--- src/rtl/clock_set_ctrl.sv ---
// clock_set_ctrl: mode/inc/dec edit FSM that builds a shadow time and loads it into a clock core.
// Define CLOCK_SET_ALARM_EN to add alarm hour/minute editing and the alarm comparator.
module clock_set_ctrl #(
    parameter int TIMEOUT   = 30,
    parameter int ALARM_LEN = 60
) (
    input  logic        clk,
    input  logic        rst,
    input  logic        mode_pls,
    input  logic        inc_pls,
    input  logic        dec_pls,
    input  logic [16:0] watch,
    output logic [4:0]  init_hours,
    output logic [5:0]  init_minutes,
    output logic [5:0]  init_seconds,
    output logic        load,
    output logic        editing,
    output logic [2:0]  sel,
    output logic        alarm
);

    localparam logic [2:0] RUN     = 3'd0;
    localparam logic [2:0] SET_HR  = 3'd1;
    localparam logic [2:0] SET_MIN = 3'd2;
    localparam logic [2:0] SET_SEC = 3'd3;
`ifdef CLOCK_SET_ALARM_EN
    localparam logic [2:0] SET_AH  = 3'd4;
    localparam logic [2:0] SET_AM  = 3'd5;
`endif
    localparam logic [2:0] APPLY   = 3'd6;

    localparam int IW = $clog2(TIMEOUT + 1);

    logic [2:0]    state, next_state;
    logic [IW-1:0] idle_cnt;
    logic [4:0]    shadow_hours;
    logic [5:0]    shadow_minutes, shadow_seconds;
    logic          any_pls, step_en, in_field_state, timed_out;

    assign any_pls        = mode_pls | inc_pls | dec_pls;
    assign step_en        = !mode_pls && (inc_pls ^ dec_pls);
    assign in_field_state = (state != RUN) && (state != APPLY);
    assign timed_out      = in_field_state && !any_pls && (idle_cnt == IW'(TIMEOUT - 1));

    // Modular step: wraps top->0 going up and 0->top going down.
    function automatic logic [5:0] bump(input logic [5:0] v, input logic [5:0] top, input logic up);
        if (up)
            return (v == top) ? 6'd0 : v + 6'd1;
        return (v == 6'd0) ? top : v - 6'd1;
    endfunction

    always_comb begin
        next_state = state;
        if (timed_out) begin
            next_state = RUN;
        end else begin
            case (state)
                RUN:     if (mode_pls) next_state = SET_HR;
                SET_HR:  if (mode_pls) next_state = SET_MIN;
                SET_MIN: if (mode_pls) next_state = SET_SEC;
`ifdef CLOCK_SET_ALARM_EN
                SET_SEC: if (mode_pls) next_state = SET_AH;
                SET_AH:  if (mode_pls) next_state = SET_AM;
                SET_AM:  if (mode_pls) next_state = APPLY;
`else
                SET_SEC: if (mode_pls) next_state = APPLY;
`endif
                APPLY:   next_state = RUN;
                default: next_state = RUN;
            endcase
        end
    end

    // load is registered off next_state so it coincides exactly with the APPLY cycle.
    always_ff @(posedge clk or negedge rst) begin
        if (!rst) begin
            state          <= RUN;
            load           <= 1'b0;
            idle_cnt       <= '0;
            shadow_hours   <= '0;
            shadow_minutes <= '0;
            shadow_seconds <= '0;
        end else begin
            state <= next_state;
            load  <= (next_state == APPLY);
            if (any_pls || (next_state != state) || !in_field_state)
                idle_cnt <= '0;
            else
                idle_cnt <= idle_cnt + IW'(1);

            if (state == RUN && mode_pls) begin
                shadow_hours   <= watch[16:12];
                shadow_minutes <= watch[11:6];
                shadow_seconds <= watch[5:0];
            end else if (step_en) begin
                case (state)
                    SET_HR:  shadow_hours   <= 5'(bump({1'b0, shadow_hours}, 6'd23, inc_pls));
                    SET_MIN: shadow_minutes <= bump(shadow_minutes, 6'd59, inc_pls);
                    SET_SEC: shadow_seconds <= bump(shadow_seconds, 6'd59, inc_pls);
                    default: ;
                endcase
            end
        end
    end

    assign init_hours   = shadow_hours;
    assign init_minutes = shadow_minutes;
    assign init_seconds = shadow_seconds;
    assign editing      = (state != RUN);
    assign sel          = state;

`ifdef CLOCK_SET_ALARM_EN
    localparam int AW = $clog2(ALARM_LEN + 1);

    logic [4:0]    alarm_h;
    logic [5:0]    alarm_m;
    logic          alarm_q;
    logic [AW-1:0] alarm_cnt;

    // Alarm fires only while running; any pulse or the hold limit silences it.
    always_ff @(posedge clk or negedge rst) begin
        if (!rst) begin
            alarm_h   <= 5'd6;
            alarm_m   <= 6'd0;
            alarm_q   <= 1'b0;
            alarm_cnt <= '0;
        end else begin
            if (step_en) begin
                case (state)
                    SET_AH:  alarm_h <= 5'(bump({1'b0, alarm_h}, 6'd23, inc_pls));
                    SET_AM:  alarm_m <= bump(alarm_m, 6'd59, inc_pls);
                    default: ;
                endcase
            end
            if (alarm_q) begin
                if (any_pls || (alarm_cnt == AW'(ALARM_LEN - 1))) begin
                    alarm_q   <= 1'b0;
                    alarm_cnt <= '0;
                end else begin
                    alarm_cnt <= alarm_cnt + AW'(1);
                end
            end else if (state == RUN && watch == {alarm_h, alarm_m, 6'd0}) begin
                alarm_q   <= 1'b1;
                alarm_cnt <= '0;
            end
        end
    end

    assign alarm = alarm_q;
`else
    // No alarm hardware in this build; the comparison folds to constant 0.
    assign alarm = (ALARM_LEN < 0);
`endif

endmodule

--- config.mk ---
export PLATFORM = sky130hd
export DESIGN_NAME = clock_set_ctrl
export DESIGN_NICKNAME = d
export VERILOG_FILES = /design/src/rtl/clock_set_ctrl.sv
export SDC_FILE = /design/constraint.sdc
export NUM_CORES = 1
export LEC_CHECK = 0
export BUFFER_PORTS_ARGS = -buffer_cell sky130_fd_sc_hd__buf_4
export CORE_MARGIN = 5
export CORE_UTILIZATION = 55
export DETAILED_ROUTE_END_ITERATION = 12
export PLACE_DENSITY = 0.87
export SYNTH_ARGS = -nofsm -noshare
export SYNTH_HDL_FRONTEND = slang
export SYNTH_SLANG_ARGS = --single-unit
--- constraint.sdc ---
create_clock -name clk -period 2.3 [get_ports clk]
set_input_delay 0.345 -clock clk [delete_from_list [all_inputs] [get_ports clk]]
set_output_delay 0.345 -clock clk [all_outputs]
set_load 0.01 [all_outputs]
==> qor.yml <==
power_and_ir_drop:
  p_sw_frac: 0.469
  power.ir.vdd_worst_mv: 0.554
  p_switching_mw: 1.33
  pwr-share-seq: 0.365
  p_leak_nw: 1.06
  power_frac_clock: 0.091
  powerDensity_nw_per_um2: 1180
  pwr-share-comb: 0.543
  p_int_mw: 1.51
  p_total_mw: 2.84
sta:
  hold_ws_ns: 0.286
  finalMaxSlewViolations: 0
  fin_crit_sh: 0.829
  finClkSkew_ns: 0.00499
  setup_viol: 0
  rsz0062_at_grt: "no"
  setup_slack_ns: 0.394
  final-hold-violation-count: 0
  slew_headroom: 0.490
  tightest_slew_ns: 0.764
  finalSetupTns_ns: 0
  max_freq_mhz: 525
  min_period_ns: 1.91
cts:
  cts-root-buf: "clkbuf_8"
  insertion_delay_ns: 0.27
  cts_buffer_depth: 2
  path_clk_slew_ns: 0.09
  ctsResizeCount: 0
  cts.sinks: 26
  cts_tree: "built"
  numCtsBuffers: 3
  cts.htree.levels: 1
outcome:
  status: "finished, final reports clean"
synth:
  synthAdderAreaFrac: 0.0604
  ys_types: 54
  synth_top_family_by_area: "simple AND/OR/NAND/NOR gates"
  synth_async_sr_flop_share: 1.00
  yosys_warnings: 0
  synth_compound_area_frac: 0.211
  ys_ff_latch: 26
  synth_seq_area_share: 0.314
  synth_top_area_share: 0.314
  synth_area_leader_cell: "dfrtp_1"
  synthTopCellsByCount: "dfrtp_1, nor2_1, nand2_1"
  synthXorXnorAreaFrac: 0.0628
  synth_mux_area_frac: 0.00725
  synthCells: 254
  synth_edf_count: 0
  yosys.area_share.simple: 0.273
  syn_nets: 286
  synth_flop_cell: "dfrtp_1"
  syn_area_um2: 2070
  avgSynthCellArea_um2: 8.15
  ys_top_cells_by_area: "dfrtp_1, ha_1, nor2_1"
  synth.most_common_cell: "dfrtp_1"
die:
  rows: 22
  die-width_um: 71.4
  start_util: 0.566
  core_area_um2: 3660
  boundaryPins: 45
  dieArea_um2: 5090
  die-height_um: 71.4
setup_path:
  endpoint_kind: "register"
  cp_data_arrival_time_ns: 2.08
  crit_fanout: 21
  reg2reg_depth: 5
  cp_data_required_time_ns: 2.47
  crit_type: "register to register"
  start_kind: "register"
cells_and_area:
  design_area_um2: 2400
  area_growth_syn_to_layout_pct: 16.0
  diodes: 0
  nNetsFinal: 317
  layout-drive-gt1-share: 0.212
worst_hold_path:
  hold_depth: 3
  hp-class: "primary input to register"
routing:
  viasPerCell: 5.88
  wl_um: 4900
  ant_nets: 0
  drt_iter0_drc: 252
  vias: 1947
  avgRoutedWirePerCell_um: 14.8
  remaining_drc_errors: 0
  drt_pass1_iterations: 5
global_routing:
  grt_pass1_wl_um: 8360
  grt_antenna_before_repair: 0
  first_global_vias: 1830
  track_usage: 0.199
  grt_max_degree: 29
  overflow: 0
place:
  hpwl_um: 3550
  gp_congestion: 0.848
  io_buffers: 43
  post_dp_cell_area_um2: 2350
  post-place-ws_ns: 0.445
flow_run:
  cap_viol_max_count: 0
power by group through the flow:
stage	combinational (mW)	clock [mW]	sequential [mW]
after floorplan	1.19	0	0.895
after global placement	1.50	0	1.02
after detailed placement	1.54	0	1.03
after CTS	1.55	0.265	1.03
after global routing	1.73	0.280	1.08
final	1.54	0.259	1.04
layer usage:
layer / vias to the layer above / routed length, um / global-route usage
met3: 7 / 306 / 0.0238
li1: 969 / - / -
met1: 897 / 2240 / 0.267
met2: 74 / 2290 / 0.333
met5: - / 0 / 0
met4: 0 / 59 / 0.0626
per-stage QoR:
stage | util | instances
2_1_floorplan | - | 254
3_3_place_gp | 0.642 | 327
3_5_place_dp | 0.642 | 327
4_1_cts | 0.656 | 331
5_1_grt | 0.656 | 331
6_report | 0.656 | 331
state kept, by name (all words and copies together), names as in the netlist:
name	cells
init_minutes	6
sel	3
idle_cnt	5
load	1
init_hours	5
init_seconds	6
kinds of logic after synthesis:
kind of cell / Yosys count
AO/OA/AOI/OAI: 69
XOR/XNOR: 14
adder cells (fa/ha/maj): 10
buffers and inverters: 29
flip-flops: 26
multiplexers: 1
other: 1
AND/OR/NAND/NOR: 104
worst max-delay path: stages, from the launching register on:
cell     delay, ns
dfrtp_1       0.54
nor3_2        0.11
and2_4        0.25
a21oi_1       0.62
nor2_1        0.09
a22o_1        0.20
layout by cell type (no fill, tap or decap), drive strengths merged, types with 2 or more instances in the layout:
cell type	Yosys	routed
nand2	23	23
o21ai	21	21
a22o	2	2
nor2	25	25
dfrtp	26	26
o31ai	2	2
xnor2	5	5
nand2b	3	3
buf	13	43
nand4	3	3
a31oi	9	9
nand3	13	13
xor2	9	9
nor2b	6	6
a22oi	2	2
and4b	3	3
o211ai	2	2
nor4b	2	2
ha	10	10
a21oi	16	16
o22ai	2	2
inv	11	11
nor3b	2	2
a211oi	5	5
nor3	12	12
clkbuf	5	3
and3	3	3
cell type report:
class / count / area, um^2
repair buffers: 44 / 333
well taps: 48 / 60.1
fillers: 315 / 1260
clock buffers: 3 / 41.3
flip-flops and latches: 26 / 651
inverters: 11 / 41.3
multi-input cells: 199 / 1280
what timing repair did:
item	4_1_cts	5_1_grt
hold buffers	1	0
buffers inserted	0	0
hold endpoints to repair	26	0
worst paths after layout:
check | from | end | slack (ns)
max | sel[0]$_DFF_PN0_ | init_seconds[2]$_DFFE_PN0P_ | 0.39
min | watch[6] | init_minutes[0]$_DFFE_PN0P_ | 0.29
max reg2reg | sel[0]$_DFF_PN0_ | init_seconds[2]$_DFFE_PN0P_ | 0.39
min reg2reg | idle_cnt[0]$_DFF_PN0_ | idle_cnt[0]$_DFF_PN0_ | 0.49
max in group asynchronous | rst | init_minutes[4]$_DFFE_PN0P_ | 1.53
min in group asynchronous | rst | init_seconds[4]$_DFFE_PN0P_ | 0.51
(Power assumes the default switching activity.)
